### src/rtl/cipu_job_sched.sv
// Job scheduler between a host byte port and one CIPU: buffers a people stream,
// a thing stream and pop counts, launches CIPU, paces pops and tags results.
module cipu_job_sched #(
  parameter int DEPTH   = 32,
  parameter int NUMQ    = 8,
  parameter int TIMEOUT = 1023
) (
  input  logic       clk,
  input  logic       rst_n,
  input  logic       host_valid,
  input  logic [1:0] host_sel,
  input  logic [7:0] host_data,
  input  logic       host_flush,
  output logic       host_ready,
  output logic       ready_fifo,
  output logic       ready_lifo,
  output logic [7:0] people_thing_in,
  output logic [7:0] thing_in,
  output logic [3:0] thing_num,
  input  logic       valid_fifo,
  input  logic       valid_lifo,
  input  logic       valid_fifo2,
  input  logic [7:0] people_thing_out,
  input  logic [7:0] thing_out,
  input  logic       done_thing,
  input  logic       done_lifo,
  input  logic       done_fifo,
  input  logic       done_fifo2,
  output logic       res_valid,
  output logic [1:0] res_tag,
  output logic [7:0] res_data,
  output logic       job_done,
  output logic       err,
  output logic [2:0] dbg_state
);

  localparam int AW = $clog2(DEPTH) + 1;
  localparam int IW = AW - 1;
  localparam int QW = $clog2(NUMQ);
  localparam int WW = $clog2(TIMEOUT + 1);
  localparam logic [AW-1:0] DEPTH_V = AW'(DEPTH);
  localparam logic [QW:0]   NUMQ_V  = (QW + 1)'(NUMQ);
  localparam logic [WW-1:0] TO_M1   = WW'(TIMEOUT - 1);
  localparam logic [7:0]    DOLLAR  = 8'h24;
  localparam logic [7:0]    SEMI    = 8'h3B;

  typedef enum logic [2:0] {
    S_LOAD     = 3'd0,
    S_LAUNCH   = 3'd1,
    S_STREAM   = 3'd2,
    S_WAIT_POP = 3'd3,
    S_DRAIN    = 3'd4,
    S_DONE     = 3'd5
  } state_t;

  state_t          state_q, state_d;
  logic [AW-1:0]   p_wr_q, p_wr_d, t_wr_q, t_wr_d;
  logic [AW-1:0]   p_rd_q, p_rd_d, t_rd_q, t_rd_d;
  logic            p_closed_q, p_closed_d, t_closed_q, t_closed_d;
  logic [QW-1:0]   q_wr_q, q_wr_d, q_rd_q, q_rd_d;
  logic [QW:0]     q_cnt_q, q_cnt_d;
  logic            p_run_q, p_run_d;
  logic [7:0]      pt_in_q, pt_in_d, t_in_q, t_in_d;
  logic [3:0]      t_num_q, t_num_d;
  logic            rdy_q, rdy_d;
  logic            seen_f_q, seen_f_d, seen_f2_q, seen_f2_d;
  logic [WW-1:0]   wd_q, wd_d;
  logic            res_v_q, res_v_d;
  logic [1:0]      res_tag_q, res_tag_d;
  logic [7:0]      res_data_q, res_data_d;
  logic            skid_v_q, skid_v_d;
  logic [1:0]      skid_tag_q, skid_tag_d;
  logic [7:0]      skid_data_q, skid_data_d;
  logic            job_done_q, job_done_d, err_q, err_d;

  logic [7:0] people_mem [DEPTH];
  logic [7:0] thing_mem  [DEPTH];
  logic [3:0] q_mem      [NUMQ];

  logic       p_full, t_full, q_full, wr_acc, t_load, clear_job, cipu_act, th_req;
  logic [1:0] th_tag;
  logic [7:0] cur_p, cur_t;

  assign p_full   = (p_wr_q == DEPTH_V);
  assign t_full   = (t_wr_q == DEPTH_V);
  assign q_full   = (q_cnt_q == NUMQ_V);
  assign cur_p    = people_mem[p_rd_q[IW-1:0]];
  assign cur_t    = thing_mem[t_rd_q[IW-1:0]];
  assign cipu_act = valid_fifo | valid_lifo | valid_fifo2 |
                    done_thing | done_lifo | done_fifo | done_fifo2;

  // Host handshake: a byte transfers on any rising edge where host_valid and
  // host_ready are both high; host_ready never depends on host_valid.
  always_comb begin
    host_ready = 1'b0;
    if (rst_n && state_q == S_LOAD && !host_flush) begin
      case (host_sel)
        2'd0:    host_ready = !p_closed_q && !p_full;
        2'd1:    host_ready = !t_closed_q && !t_full;
        2'd2:    host_ready = !q_full;
        default: host_ready = 1'b0;
      endcase
    end
  end
  assign wr_acc = host_valid && host_ready;

  always_ff @(posedge clk) begin
    if (wr_acc && host_sel == 2'd0) people_mem[p_wr_q[IW-1:0]] <= host_data;
    if (wr_acc && host_sel == 2'd1) thing_mem[t_wr_q[IW-1:0]]  <= host_data;
    if (wr_acc && host_sel == 2'd2) q_mem[q_wr_q]              <= host_data[3:0];
  end

  always_comb begin
    state_d     = state_q;
    p_wr_d      = p_wr_q;
    t_wr_d      = t_wr_q;
    p_rd_d      = p_rd_q;
    t_rd_d      = t_rd_q;
    p_closed_d  = p_closed_q;
    t_closed_d  = t_closed_q;
    q_wr_d      = q_wr_q;
    q_rd_d      = q_rd_q;
    q_cnt_d     = q_cnt_q;
    p_run_d     = p_run_q;
    pt_in_d     = 8'h00;
    t_in_d      = 8'h00;
    t_num_d     = t_num_q;
    seen_f_d    = seen_f_q;
    seen_f2_d   = seen_f2_q;
    wd_d        = wd_q;
    res_v_d     = 1'b0;
    res_tag_d   = res_tag_q;
    res_data_d  = res_data_q;
    skid_v_d    = skid_v_q;
    skid_tag_d  = skid_tag_q;
    skid_data_d = skid_data_q;
    rdy_d       = 1'b0;
    job_done_d  = 1'b0;
    err_d       = 1'b0;
    t_load      = 1'b0;
    clear_job   = 1'b0;
    th_req      = valid_lifo | valid_fifo2;
    th_tag      = valid_lifo ? 2'd1 : 2'd2;

    case (state_q)
      S_LOAD: begin
        if (host_flush) begin
          clear_job = 1'b1;
        end else if (wr_acc) begin
          case (host_sel)
            2'd0: begin
              p_wr_d = p_wr_q + 1'b1;
              if (host_data == DOLLAR) p_closed_d = 1'b1;
            end
            2'd1: begin
              t_wr_d = t_wr_q + 1'b1;
              if (host_data == DOLLAR) t_closed_d = 1'b1;
            end
            2'd2: begin
              q_wr_d  = q_wr_q + 1'b1;
              q_cnt_d = q_cnt_q + 1'b1;
            end
            default: ;
          endcase
        end
        if (!host_flush && p_closed_d && t_closed_d) state_d = S_LAUNCH;
      end
      S_LAUNCH, S_STREAM: t_load = 1'b1;
      S_WAIT_POP:         t_load = done_thing;
      S_DRAIN:            if (seen_f_q && seen_f2_q) state_d = S_DONE;
      S_DONE: begin
        state_d   = S_LOAD;
        clear_job = 1'b1;
      end
      default: state_d = S_LOAD;
    endcase

    // The state follows the byte being placed on thing_in, so a pop starts
    // in the same cycle its ';' becomes visible.
    if (t_load) begin
      t_in_d = cur_t;
      t_rd_d = t_rd_q + 1'b1;
      if (cur_t == SEMI) begin
        state_d = S_WAIT_POP;
        if (q_cnt_q != '0) begin
          t_num_d = q_mem[q_rd_q];
          q_rd_d  = q_rd_q + 1'b1;
          q_cnt_d = q_cnt_q - 1'b1;
        end else begin
          t_num_d = 4'd0;
        end
      end else if (cur_t == DOLLAR) begin
        state_d = S_DRAIN;
      end else begin
        state_d = S_STREAM;
      end
    end

    if (state_q == S_LAUNCH || p_run_q) begin
      pt_in_d = cur_p;
      p_rd_d  = p_rd_q + 1'b1;
      p_run_d = (cur_p != DOLLAR);
    end

    if (state_q inside {S_LAUNCH, S_STREAM, S_WAIT_POP, S_DRAIN}) begin
      if (done_fifo)  seen_f_d  = 1'b1;
      if (done_fifo2) seen_f2_d = 1'b1;
    end

    if (state_q == S_LOAD || state_q == S_LAUNCH || cipu_act) begin
      wd_d = '0;
    end else if (wd_q == TO_M1) begin
      wd_d      = '0;
      err_d     = 1'b1;
      clear_job = 1'b1;
      state_d   = S_LOAD;
    end else begin
      wd_d = wd_q + 1'b1;
    end

    if (clear_job) begin
      p_wr_d     = '0;
      t_wr_d     = '0;
      p_rd_d     = '0;
      t_rd_d     = '0;
      p_closed_d = 1'b0;
      t_closed_d = 1'b0;
      q_wr_d     = '0;
      q_rd_d     = '0;
      q_cnt_d    = '0;
      p_run_d    = 1'b0;
      seen_f_d   = 1'b0;
      seen_f2_d  = 1'b0;
      pt_in_d    = 8'h00;
      t_in_d     = 8'h00;
    end

    // A thing result colliding with fifo waits one cycle in the skid slot,
    // which then outranks fresh lifo/fifo2 strobes.
    if (valid_fifo) begin
      res_v_d    = 1'b1;
      res_tag_d  = 2'd0;
      res_data_d = people_thing_out;
      if (!skid_v_q && th_req) begin
        skid_v_d    = 1'b1;
        skid_tag_d  = th_tag;
        skid_data_d = thing_out;
      end
    end else if (skid_v_q) begin
      res_v_d     = 1'b1;
      res_tag_d   = skid_tag_q;
      res_data_d  = skid_data_q;
      skid_v_d    = th_req;
      skid_tag_d  = th_tag;
      skid_data_d = thing_out;
    end else if (th_req) begin
      res_v_d    = 1'b1;
      res_tag_d  = th_tag;
      res_data_d = thing_out;
    end

    rdy_d      = (state_d == S_LAUNCH);
    job_done_d = (state_d == S_DONE);
  end

  always_ff @(posedge clk or negedge rst_n) begin
    if (!rst_n) begin
      state_q     <= S_LOAD;
      p_wr_q      <= '0;
      t_wr_q      <= '0;
      p_rd_q      <= '0;
      t_rd_q      <= '0;
      p_closed_q  <= 1'b0;
      t_closed_q  <= 1'b0;
      q_wr_q      <= '0;
      q_rd_q      <= '0;
      q_cnt_q     <= '0;
      p_run_q     <= 1'b0;
      pt_in_q     <= 8'h00;
      t_in_q      <= 8'h00;
      t_num_q     <= 4'd0;
      rdy_q       <= 1'b0;
      seen_f_q    <= 1'b0;
      seen_f2_q   <= 1'b0;
      wd_q        <= '0;
      res_v_q     <= 1'b0;
      res_tag_q   <= 2'd0;
      res_data_q  <= 8'h00;
      skid_v_q    <= 1'b0;
      skid_tag_q  <= 2'd0;
      skid_data_q <= 8'h00;
      job_done_q  <= 1'b0;
      err_q       <= 1'b0;
    end else begin
      state_q     <= state_d;
      p_wr_q      <= p_wr_d;
      t_wr_q      <= t_wr_d;
      p_rd_q      <= p_rd_d;
      t_rd_q      <= t_rd_d;
      p_closed_q  <= p_closed_d;
      t_closed_q  <= t_closed_d;
      q_wr_q      <= q_wr_d;
      q_rd_q      <= q_rd_d;
      q_cnt_q     <= q_cnt_d;
      p_run_q     <= p_run_d;
      pt_in_q     <= pt_in_d;
      t_in_q      <= t_in_d;
      t_num_q     <= t_num_d;
      rdy_q       <= rdy_d;
      seen_f_q    <= seen_f_d;
      seen_f2_q   <= seen_f2_d;
      wd_q        <= wd_d;
      res_v_q     <= res_v_d;
      res_tag_q   <= res_tag_d;
      res_data_q  <= res_data_d;
      skid_v_q    <= skid_v_d;
      skid_tag_q  <= skid_tag_d;
      skid_data_q <= skid_data_d;
      job_done_q  <= job_done_d;
      err_q       <= err_d;
    end
  end

  assign ready_fifo      = rdy_q;
  assign ready_lifo      = rdy_q;
  assign people_thing_in = pt_in_q;
  assign thing_in        = t_in_q;
  assign thing_num       = t_num_q;
  assign res_valid       = res_v_q;
  assign res_tag         = res_tag_q;
  assign res_data        = res_data_q;
  assign job_done        = job_done_q;
  assign err             = err_q;
  assign dbg_state       = state_q;

endmodule

### config.mk
export PLATFORM = sky130hd
export DESIGN_NAME = cipu_job_sched
export DESIGN_NICKNAME = d
export VERILOG_FILES = /design/src/rtl/cipu_job_sched.sv
export SDC_FILE = /design/constraint.sdc
export NUM_CORES = 1
export LEC_CHECK = 0
export CORE_ASPECT_RATIO = 0.75
export CORE_MARGIN = 3
export CORE_UTILIZATION = 40
export CTS_BUF_LIST = sky130_fd_sc_hd__clkbuf_4
export DETAILED_ROUTE_END_ITERATION = 8
export GPL_TIMING_DRIVEN = 1
export MAX_ROUTING_LAYER = met4
export SLEW_MARGIN = 0
export SYNTH_ARGS = -nofsm -noshare
export SYNTH_HDL_FRONTEND = slang
export SYNTH_SLANG_ARGS = --single-unit
### constraint.sdc
create_clock -name clk -period 5.62 [get_ports clk]
set_input_delay 1.124 -clock clk [delete_from_list [all_inputs] [get_ports clk]]
set_output_delay 1.124 -clock clk [all_outputs]
set_load 0.02 [all_outputs]
==> run_results.csv <==
group,metric,value,unit
min_path,hp-class,"input port to asynchronous set/reset pin",
grt,grt_pass1_wl,96.8,mm
floorplan,row_count,79,
floorplan,die_h,226,µm
sta,rsz0062_at_grt,"false",
critical_path,crit_arrival,3.38,ns
sta,min_period,4.50,ns
route,viasPerCell,5.63,
sta,timing.final.hold_violations,0,
route,detail_route.wl_per_cell,25.2,µm
synth,ys.flop_type,"edfxtp_1",
grt,antenna_found_initial,3,
grt,grt.total_usage,20.3,%
clock_network,cts_tree,"done",
floorplan,start_util,41.0,%
critical_path,reg2reg_depth,8,
clock_network,cts_sinks,639,
clock_network,h-tree-depth,4,
sta,setup-tns-final,0,ns
layout,final_area,0.0294,mm²
sta,fmax,0.222,GHz
floorplan,core,0.0629,mm²
critical_path,crit_path_end_kind,"primary output",
critical_path,r2r-start,"t_rd_q[0]",
clock_network,clk_latency,0.95,ns
synth,synth_edf_count,544,
power_and_ir_drop,power_density,318,mW/mm²
layout,post-route-util,46.8,%
placement,hpwl,40.6,mm
synth,synth_cell_types,70,
layout,n_fill_cell,5434,
synth,syn_area,0.0258,mm²
route,vias,14600,
placement,port_buffers,75,
clock_network,cts.path.max_buffers,3,
grt,grt_max_degree,73,
layout,mostFrequentLayoutCells,"edfxtp_1, clkbuf_4, nor2_1",
clock_network,post_cts_buffers,0,
sta,tightest_slew,1.23,ns
critical_path,cp.required,4.50,ns
layout,fin_nets,1668,
sta,finalMaxSlewViolations,0,
sta,setup_viol,0,
sta,holdWs,0.320,ns
route,drc_errors,0,
placement,place.gp.congestion,0.854,
power_and_ir_drop,p_leak,9.59,nW
grt,grt-ovfl-total,0,
critical_path,crit_fanout,10,
floorplan,die_area,0.0676,mm²
power_and_ir_drop,vdd_drop_max,114,µV
synth,syn_inst,1425,
floorplan,io_pins,76,
synth,synthArstFlopShare,14.9,%
route,drtAntennaViolNets,0,
clock_network,cts_root_buffer,"clkbuf_4",
floorplan,die_w,299,µm
critical_path,ff2ff_setup_slack,1.48,ns
grt,top_usage_layer,"met1",
placement,dp_slack,1.07,ns
sta,final.period_utilization,80.1,%
route,drtIter0Drc,1544,
synth,syn_avg_cell_area,18.1,µm²
critical_path,crit_type,"flop to primary output",
clock_network,cts_resized,0,
grt,grt_pass1_vias,14500,
sta,slew_headroom,15.7,%
clock_network,clk_pin_slew_worst_paths,0.07,ns
synth,yosysWarningCount,0,
critical_path,r2r_end,"job_done",
layout,drive_gt1_share,25.5,%
grt,use_met2,27.3,%
grt,use_met1,29.8,%
sta,finClkSkew,0.0562,ns
placement,dpl_cell_area,0.0274,mm²
job,maxCapViolCount,0,
sta,setup_ws,1.12,ns
synth,synth_nets,1478,
synth,ys_seq_elements,639,
grt,use_met3,5.76,%
route,drt_pass1_iterations,7,
critical_path,crit_path_start,"t_wr_q[2]",
clock_network,postCtsHoldBufs,0,
outcome,outcome,"finished, final reports clean",
synth,seq_area_frac_synth,72.6,%
layout,final_common_cell,"edfxtp_1",
clock_network,numCtsBuffers,159,
critical_path,crit_path_start_kind,"flop",
route,routed_wl,65.2,mm
layout,area_delta_synth_final,14.2,%
[worst max path at each step]
stage / endpoint / slack, ns / cells past startpoint
after global routing: host_ready / 0.97 / 4
after detailed placement: people_mem[23][2] / 1.07 / 6
after CTS: host_ready / 1.03 / 4
after floorplan: q_mem[2][0] / 2.45 / 6
after global placement: people_mem[3][3] / 1.20 / 6
final: host_ready / 1.12 / 4
[per-layer routing]
metal / wire length, µm / up-vias
met3: 6300 / 59
met5: 0 / -
met4: 613 / 0
met1: 30000 / 7614
li1: - / 6141
met2: 28200 / 755
[layout make-up]
cell class	instances	area [µm²]	area share, %
diodes	2	5.00	0.0170
multi-input cells	700	6620	22.5
clock inverters	49	304	1.03
inverters	13	48.8	0.166
clock buffers	232	1740	5.92
well taps	850	1060	3.61
repair buffers	102	936	3.18
flip-flops and latches	639	18700	63.6
[state kept, by name (all words and copies together), names as in the netlist, 2 cells and up]
signal           count
dbg_state            3
p_rd_q               5
p_wr_q               6
people_mem         256
people_thing_in      8
q_cnt_q              4
q_mem               32
q_rd_q               3
q_wr_q               3
res_data             8
res_tag              2
skid_data_q          8
skid_tag_q           2
t_rd_q               5
t_wr_q               6
thing_in             8
thing_mem          256
thing_num            4
wd_q                10
[Yosys cell counts, types with 16 or more instances]
cell type,n,area [µm²]
dfrtp_1,95,2380
ha_1,16,200
o21ai_0,28,140
nor2_1,145,544
clkbuf_1,36,135
nand3_1,21,105
buf_2,16,80.1
a21oi_1,32,160
nand2_1,70,263
edfxtp_1,544,16300
mux2i_1,61,611
mux4_2,123,2770
[stage by stage]
step	total power, mW	cells
final	9.36	2587
after global routing	9.77	2587
after CTS	9.48	2585
after detailed placement	5.55	2304
after global placement	5.55	2304
after floorplan	5.36	1425
[worst max-delay path, cell delays in order (launching register included)]
cell and delay (ns):
dfrtp_1 0.56, or3_1 0.67, o211ai_1 0.54, a21oi_1 0.14
clkdlybuf4s50_1 0.56
[power by group]
part	switching, mW	internal [mW]	total, mW
logic	0.174	0.0775	0.252
clock network	1.84	2.08	3.92
registers	0.0192	5.17	5.19
total	2.04	7.33	9.36
[cells by family after synthesis]
family          share of synthesized area, %
buf+inv                                 1.78
compound gates                          3.44
simple gates                            5.85
xor+xnor                               0.849
fa+ha+maj                              0.776
flops                                   72.6
mux                                     14.7
(Power assumes the default switching activity.)
==> RTL edit: new RTL, same flow settings <==
Set the parameter `TIMEOUT` to 4092 (it was 1023).
--- a/src/rtl/cipu_job_sched.sv
+++ b/src/rtl/cipu_job_sched.sv
@@ -4,5 +4,5 @@
   parameter int DEPTH   = 32,
   parameter int NUMQ    = 8,
-  parameter int TIMEOUT = 1023
+  parameter int TIMEOUT = 4092
 ) (
   input  logic       clk,
Check against the original RTL: no difference found for any inputs over 4 cycles, from zero or initial values and one cycle with rst_n low; that may be too few to reach the edited logic, so the function may still have changed.
==> RTL edit against the original RTL <==
Non-clock buffer count rose by 5. Wire length fell by 2.8%. Final cell count rose by 1.3%. Count of clock-buffer cells in the layout rose by 5. Sequential cell count rose by 2. Sequential share of layout area rose by 0.078 points. Via count fell by 0.81%. Worst setup slack improved by 0.012 ns. Global-route usage fell by 0.65 points. Highest routed layer unchanged. Cell area rose by 0.16%. Total power fell by 1.3%. Area after synthesis rose by 0.15%.
==> RTL edit: results (changes against the original RTL) <==
status: "finished, final reports clean"
routed-wl-met3_um: 5530  # -12%
postSynth.asyncResetShare_pct: 15.1  # +0.27 points
p_leak_uw: 0.00959  # about the same
num_vias: 14500  # -0.81%
synth_fp_nets: 1502  # +1.6%
yosysSeqAreaShare_pct: 72.7  # +0.085 points
m1WireLength_um: 29700  # -1.1%
grtUsageTotal_pct: 19.6  # -0.65 points
skew_ns: 0.0525  # -0.00367 ns
numCtsBuffers: 158  # -0.63%
hpwlAfterDp_um: 38900  # -4.2%
dr_wl_met2_um: 27100  # -3.9%
place_congestion: 0.849  # -0.63%
synth_edf_count: 544  # unchanged
max_slew_margin_pct: 16.6  # +0.92 points
worst_ep_arrival_time_ns: 3.37  # about the same
synth_top_cells_by_count: "544 x edfxtp_1, 148 x nor2_1, 126 x mux4_2"
slowest_delay_ns: 0.65  # -0.02 ns
grt_pass1_vias: 14300  # -1.7%
drt_iter0_drc: 1681  # +8.9%
grtUsageMet2_pct: 26.2  # -1.1 points
postPlaceCellArea_sq_um: 27500  # +0.44%
drive_gt1_share_pct: 26.0  # +0.43 points
via_per_inst: 5.52  # -2.1%
met3_usage_pct: 4.02  # -1.7 points
insertion_delay_ns: 0.99  # +0.04 ns
antenna_found_initial: 2  # -1
met1_usage_pct: 29.8  # -0.031 points
cp_top_family: "simple AND/OR/NAND/NOR gates"
crit_fanout: 11  # +1
hold_path_class: "reg2reg"
ys_types: 73  # +4.3%
peakVddDrop_v: 0.000172  # +51%
final_nets: 1696  # +1.7%
hold_buffers: 1  # +1
RTL edit: changes by cell type in the layout (fill, tap and decap cells not counted), moves of 5 or more:
cell and delta:
nand2_1 +21, mux2i_1 +11, nand3_1 -11, mux4_1 -10, o21ai_0 -9, clkinv_1 -8, nand4_1 +8, buf_4 +6
clkbuf_4 +5, mux2_4 +5
RTL edit: logic make-up (layout without fill, tap and decap cells):
group | Yosys count | in the layout | synth area share [%]
flip-flops | 641 | 641 | 72.7
AND/OR/NAND/NOR | 345 | 345 | 6.30
multiplexers | 216 | 216 | 14.6
AO/OA/AOI/OAI | 115 | 115 | 3.09
buffers and inverters | 89 | 395 | 1.60
XOR/XNOR | 28 | 28 | 0.950
adder cells (fa/ha/maj) | 16 | 16 | 0.766
other | 0 | 3 | 0
RTL edit: final cells by class:
type / count / area (sq um) / share of cell area, %
clock buffers: 237 / 1780 / 6.03
clock inverters: 35 / 180 / 0.611
repair buffers: 107 / 951 / 3.23
flip-flops and latches: 641 / 18800 / 63.7
diodes: 3 / 7.51 / 0.0255
inverters: 16 / 60.1 / 0.204
well taps: 861 / 1080 / 3.65
multi-input cells: 720 / 6650 / 22.6
RTL edit: worst paths after layout:
path / endpoint / start / depth (start not counted) / slack, ns
min reg2reg: wd_q[0] / wd_q[0] / 1 / 0.49
max reg2reg: thing_num[1] / t_rd_q[0] / 8 / 1.60
min in group asynchronous: p_wr_q[4] / rst_n / 2 / 0.62
max: host_ready / t_wr_q[2] / 4 / 1.13
max in group asynchronous: skid_data_q[0] / rst_n / 4 / 3.61
min: wd_q[0] / wd_q[0] / 1 / 0.49
RTL edit: power breakdown:
part / total [uW] / internal (uW) / switching, uW
clock network: 3800 / 1960 / 1840
logic: 238 / 75.8 / 162
registers: 5200 / 5180 / 20.0
